===== src/rtl/serial_word_tx_if.sv =====
// Handshake and serial-output bundle for serial_word_tx.
// master drives start/data; slave returns the bit stream.
interface serial_word_tx_if #(
  parameter int WIDTH = 8
);
  logic             start;
  logic [WIDTH-1:0] data;
  logic             ready;
  logic             x;
  logic             x_valid;
  logic             exp_y;
  logic             done;

  modport master (
    output start, data,
    input  ready, x, x_valid, exp_y, done
  );

  modport slave (
    input  start, data,
    output ready, x, x_valid, exp_y, done
  );
endinterface


===== src/rtl/serial_word_tx.sv =====
// MSB-first serial word transmitter with a running
// "prefix divisible by DIV" golden flag alongside each bit.
module serial_word_tx #(
  parameter int WIDTH = 8,
  parameter int DIV   = 2,
  parameter int GAP   = 1
) (
  input logic               clk,
  input logic               rst,
  serial_word_tx_if.slave   bus
);
  localparam int RW = $clog2(DIV);
  localparam int CW = $clog2(WIDTH + 1);
  localparam int GW = (GAP > 0) ? $clog2(GAP + 1) : 1;
  localparam logic [RW:0]   DIVW = (RW + 1)'(DIV);
  localparam logic [CW-1:0] LAST = CW'(WIDTH);
  localparam logic [GW-1:0] GEND = GW'(GAP);

  typedef enum logic [1:0] {
    S_IDLE,
    S_SHIFT,
    S_GAP
  } state_t;

  state_t           r_state, w_state;
  logic [WIDTH-1:0] r_shift, w_shift;
  logic [CW-1:0]    r_cnt, w_cnt;
  logic [GW-1:0]    r_gcnt, w_gcnt;
  logic [RW-1:0]    r_rem, w_rem;
  logic             r_ready, w_ready;
  logic             r_x, w_x;
  logic             r_xv, w_xv;
  logic             r_ey, w_ey;
  logic             r_done, w_done;

  // 2r+b < 2*DIV, so one conditional subtract is a full mod.
  function automatic logic [RW-1:0] step(
    input logic [RW-1:0] r,
    input logic          b
  );
    logic [RW:0] t;
    t = {r, b};
    if (t >= DIVW) t = t - DIVW;
    return t[RW-1:0];
  endfunction

  always_comb begin
    w_state = r_state;
    w_shift = r_shift;
    w_cnt   = r_cnt;
    w_gcnt  = r_gcnt;
    w_rem   = r_rem;
    w_ready = r_ready;
    w_x     = 1'b0;
    w_xv    = 1'b0;
    w_ey    = 1'b0;
    w_done  = 1'b0;
    unique case (r_state)
      S_IDLE: begin
        w_ready = 1'b1;
        if (bus.start) begin
          w_rem   = step('0, bus.data[WIDTH-1]);
          w_x     = bus.data[WIDTH-1];
          w_xv    = 1'b1;
          w_ey    = (w_rem == '0);
          w_done  = (WIDTH == 1);
          w_cnt   = CW'(1);
          w_shift = bus.data << 1;
          w_ready = 1'b0;
          w_state = S_SHIFT;
        end
      end
      S_SHIFT: begin
        if (r_cnt == LAST) begin
          w_cnt = '0;
          if (GAP > 0) begin
            w_gcnt  = GW'(1);
            w_state = S_GAP;
          end else begin
            w_ready = 1'b1;
            w_state = S_IDLE;
          end
        end else begin
          w_rem   = step(r_rem, r_shift[WIDTH-1]);
          w_x     = r_shift[WIDTH-1];
          w_xv    = 1'b1;
          w_ey    = (w_rem == '0);
          w_done  = (r_cnt == LAST - CW'(1));
          w_cnt   = r_cnt + CW'(1);
          w_shift = r_shift << 1;
        end
      end
      S_GAP: begin
        if (r_gcnt == GEND) begin
          w_gcnt  = '0;
          w_ready = 1'b1;
          w_state = S_IDLE;
        end else begin
          w_gcnt = r_gcnt + GW'(1);
        end
      end
      default: w_state = S_IDLE;
    endcase
  end

  always_ff @(posedge clk) begin
    if (rst) begin
      r_state <= S_IDLE;
      r_shift <= '0;
      r_cnt   <= '0;
      r_gcnt  <= '0;
      r_rem   <= '0;
      r_ready <= 1'b1;
      r_x     <= 1'b0;
      r_xv    <= 1'b0;
      r_ey    <= 1'b0;
      r_done  <= 1'b0;
    end else begin
      r_state <= w_state;
      r_shift <= w_shift;
      r_cnt   <= w_cnt;
      r_gcnt  <= w_gcnt;
      r_rem   <= w_rem;
      r_ready <= w_ready;
      r_x     <= w_x;
      r_xv    <= w_xv;
      r_ey    <= w_ey;
      r_done  <= w_done;
    end
  end

  assign bus.ready   = r_ready;
  assign bus.x       = r_x;
  assign bus.x_valid = r_xv;
  assign bus.exp_y   = r_ey;
  assign bus.done    = r_done;
endmodule


===== src/flat_wrapper.sv =====
// flat-port wrapper written by rule: the top's interface ports become plain ports
module serial_word_tx_flat 
#(
  parameter int WIDTH = 8,
  parameter int DIV   = 2,
  parameter int GAP   = 1
)
  (clk, rst, bus_start, bus_data, bus_ready, bus_x, bus_x_valid, bus_exp_y, bus_done);
  serial_word_tx_if #(.WIDTH(WIDTH)) bus_i ();
  input logic clk;
  input logic rst;
  input wire logic [$bits(bus_i.start)-1:0] bus_start;
  input wire logic [$bits(bus_i.data)-1:0] bus_data;
  output wire logic [$bits(bus_i.ready)-1:0] bus_ready;
  output wire logic [$bits(bus_i.x)-1:0] bus_x;
  output wire logic [$bits(bus_i.x_valid)-1:0] bus_x_valid;
  output wire logic [$bits(bus_i.exp_y)-1:0] bus_exp_y;
  output wire logic [$bits(bus_i.done)-1:0] bus_done;
  assign bus_i.start = bus_start;
  assign bus_i.data = bus_data;
  assign bus_ready = bus_i.ready;
  assign bus_x = bus_i.x;
  assign bus_x_valid = bus_i.x_valid;
  assign bus_exp_y = bus_i.exp_y;
  assign bus_done = bus_i.done;
  serial_word_tx #(.WIDTH(WIDTH), .DIV(DIV), .GAP(GAP)) u_core (.clk(clk), .rst(rst), .bus(bus_i));
endmodule

===== config.mk =====
export PLATFORM = sky130hd
export DESIGN_NAME = serial_word_tx_flat
export DESIGN_NICKNAME = d
export VERILOG_FILES = /design/src/rtl/serial_word_tx_if.sv /design/src/rtl/serial_word_tx.sv /design/src/flat_wrapper.sv
export SDC_FILE = /design/constraint.sdc
export NUM_CORES = 1
export LEC_CHECK = 0
export CAP_MARGIN = 15
export CORE_ASPECT_RATIO = 1.1
export CORE_MARGIN = 3
export CORE_UTILIZATION = 56
export CTS_BUF_LIST = sky130_fd_sc_hd__clkbuf_8
export DETAILED_ROUTE_END_ITERATION = 8
export GPL_ROUTABILITY_DRIVEN = 0
export PLACE_DENSITY = 0.85
export RECOVER_POWER = 100
export SYNTH_ARGS = -nofsm -noshare
export SYNTH_HDL_FRONTEND = slang
export SYNTH_SLANG_ARGS = --single-unit

===== constraint.sdc =====
create_clock -name clk -period 3.2 [get_ports clk]
set_clock_uncertainty 0.05 [all_clocks]
set_input_delay 0.96 -clock clk [delete_from_list [all_inputs] [get_ports clk]]
set_output_delay 0.96 -clock clk [all_outputs]
set_load 0.02 [all_outputs]

==> summary.md <==
| Metric | Value |
|---|---|
| Area of the multi-input gates | `434.2 um^2` |
| Yosys warns | `0` |
| Mapped cell area | `868.3 um^2` |
| Die W | `43.55 um` |
| CP Data Arrival Time | `2.38 ns` |
| Register-to-Register Path Depth | `5` |
| Synth Instances | `97` |
| Psw | `0.1200 mW` |
| P_int | `0.3693 mW` |
| Area delta synth->final | `20.03%` |
| Placed cell area | `1005 um^2` |
| Largest cells by area after synthesis | `dfxtp_1 44%, nand2_1 6.5%, a311oi_1 6.1%` |
| Asr flop ratio synth | `0%` |
| Syn nets | `110` |
| Min-Delay Endpoint | `u_core.r_shift[6]` |
| Period minus WS final | `2.328 ns` |
| Setup tns final | `0 ns` |
| Outcome | `complete, no violations` |
| Unrepaired setup endpoints after global routing | `false` |
| Worst slew margin | `53.28%` |
| Slew Viols, Final | `0` |
| Final worst path period share | `72.75%` |
| Leading area contributor after synthesis | `dfxtp_1` |
| Number of setup buffers added after CTS | `0` |
| Worst Path Max Fanout | `8` |
| PwrDens | `469.5 nW/um^2` |
| Layout Cells excl Fill | `126` |
| Hold_ws | `0.4371 ns` |
| WP buf/inv | `1` |
| Worst reg-to-reg setup slack | `1.44 ns` |
| Leakage | `0.3876 nW` |
| Top-Level Pins | `16` |
| Hpwl dp | `1242 um` |
| Syn avg cell area | `8.952 um^2` |
| Distinct cell type count after synthesis | `34` |
| MaxCap Viol Count | `0` |
| Number of global-route vias before repair | `648` |
| Post_cts resized | `0` |
| Sequential share of power | `53.1%` |
| Total CTS buffers | `3` |
| 1st-pass router iterations | `4` |
| Crit. End Element | `flip-flop` |
| Initial cell density of the core | `61.20%` |
| Critical path required time | `3.25 ns` |
| Worst R2R End | `u_core.r_shift[7]` |
| CP max stage delay | `0.58 ns` |
| GRT overflow | `0` |
| Clock Tree Buf Depth | `2` |
| FF-to-FF Start | `u_core.r_cnt[0]` |
| Die Span Y | `47.30 um` |
| DR WL/cell | `14.48 um` |
| Primary FF master, synth | `dfxtp_1` |
| Critical path's slowest cell | `dlygate4sd3_1` |
| Final setup vio count | `0` |
| Total clock sinks | `19` |
| Vias post-DR | `756` |
| Post-CTS Hold Buffers | `0` |
| Design Area, Final | `1042 um^2` |
| Core ar. | `1419 um^2` |
| Net Sw Frac | `24.53%` |
| Area of the die | `2060 um^2` |
| Fillers | `114` |
| Root Buffer | `clkbuf_8` |
| Startpoint type of the worst setup path | `primary input` |
| Top-area cell type share of the netlist area | `43.80%` |
| Largest net degree at the start of global routing | `20` |
| Inserted Diodes | `0` |
| CP Class | `in -> reg` |
| Hold Path Cell Cnt | `2` |
| H-tree depth | `1` |
| #FFs+latches synth | `19` |
| Via-to-Cell Ratio | `6.000` |
| Combinational fraction of design power | `13.6%` |
| Clock transition at path regs | `0.07 ns` |
| Rows | `14` |
| GRT Total Usage | `18.46%` |
| Most common cell in the netlist | `dfxtp_1` |
| CP Cell Sequence | `dlygate4sd3_1, o21bai_1, a21oi_1, a311oi_1` |
| Measured slew at the worst slew-check pin | `0.6993 ns` |
| Placed cells | `122` |
| Sequential Area | `380.4 um^2` |
| Maximum operating frequency | `429.6 MHz` |
| Part of the power in the clock network | `33.3%` |
| Number of flops mapped to enable cells by yosys | `0` |
| Worst IR Drop VDD | `0.2954 mV` |
| I/O Buffers | `15` |
| DRC | `0` |
| CTS tree | `yes` |
| Initial antenna violation count | `0` |
| Total wire length | `1824 um` |
| Critical hold path startpoint | `u_core.r_shift[5]` |
| Min-delay worst type | `reg -> reg` |
| Clock Latency Late Sink | `0.25 ns` |
| Antenna-violating nets left | `0` |
| Drt initial violations | `22` |
| Commonest cells in the netlist | `19 x dfxtp_1, 15 x nand2_1, 10 x a21oi_1, 6 x a311oi_1, 5 x nor2b_1` |
| First-pass GRT wire length | `2863 um` |
| Final hold violations | `0` |
| Register area share after synthesis | `43.80%` |
| Nets | `124` |
| Share of cells above drive strength 1 | `6.364%` |
| CP top delay family | `compound AO/OA/AOI/OAI gates` |
-- final cells by class --
cell class | count | share of cell area (%)
clock buffer | 3 | 3.962
clock inverter | 1 | 0.4802
inverter | 3 | 1.080
multi-input combinational | 69 | 41.66
sequential | 19 | 36.49
tap | 16 | 1.921
timing repair buffer | 15 | 14.41
-- stage by stage --
| step | utilization, % | setup slack (ns) | power, mW |
|---|---|---|---|
| floorplan | - | 1.431 | 0.3074 |
| global placement | 70.81 | 0.8922 | 0.3313 |
| global route | 73.46 | 0.7483 | 0.5107 |
| CTS | 74.07 | 0.9956 | 0.4958 |
| detailed placement | 70.81 | 0.9020 | 0.3329 |
| finish | 73.46 | 0.8720 | 0.4893 |
-- worst register-to-register path: cells and delay by family, from the launching register on --
family                     cells  cell delay [ns]
AOI/OAI and AO/OA              2             0.69
DFF                            1             0.35
adders and majority gates      1             0.23
and+or+nand+nor                1             0.22
buffers and inverters          1             0.09
-- kinds of logic after synthesis --
kind of cell,after synthesis,share of synthesized area (%)
and+or+nand+nor,37,23.77
AOI/OAI and AO/OA,30,24.35
DFF,19,43.80
buffers and inverters,9,5.187
adders and majority gates,2,2.881
-- routing by layer --
layer	global-route usage, %	wire length (um)	up-vias
met1	27.13	921	354
met5	0	0	-
met3	3.831	62	4
met4	8.434	17	0
met2	25.58	823	17
li1	-	-	381
-- cells in the final DEF, fill, tap and decap left out, types with 2 or more instances in the layout --
master	n
a31oi_1	2
nor2_1	2
nor3_1	2
dfxtp_1	19
clkbuf_8	3
nand2_1	15
a21oi_1	11
nand2b_1	2
o21ai_0	2
o21bai_1	2
clkdlybuf4s50_1	8
nor2b_1	5
dlygate4sd3_1	7
nand4_1	2
inv_1	3
a311oi_1	6
nor3b_1	2
ha_1	2
-- power groups by stage --
stage	registers, mW	logic, mW	clock network [mW]
global placement	0.265	0.0666	0
detailed placement	0.265	0.0679	0
global route	0.261	0.0725	0.177
finish	0.260	0.0666	0.163
CTS	0.260	0.0690	0.167
floorplan	0.266	0.0415	0
-- registers in the layout, indices dropped and copies added (netlist names) --
signal / cells
u_core.r_cnt: 4
u_core.bus.ready: 1
u_core.bus.x: 1
u_core.r_shift: 7
u_core.bus.x_valid: 1
u_core.r_state: 2
u_core.r_gcnt: 1
u_core.bus.exp_y: 1
u_core.bus.done: 1
-- worst max-delay path by stage --
stage                           startpoint                end  slack [ns]  cells past startpoint
final                            bus_start  u_core.r_shift[7]        0.87                      4
after global routing             bus_start  u_core.r_shift[6]        0.75                      4
after CTS                 u_core.bus.ready          bus_ready         1.0                      1
after detailed placement               rst    u_core.bus.done        0.90                      3
after global placement                 rst    u_core.bus.done        0.89                      3
after floorplan                        rst       u_core.bus.x        1.43                      3
Note: power is estimated with default switching activity, not from simulation.
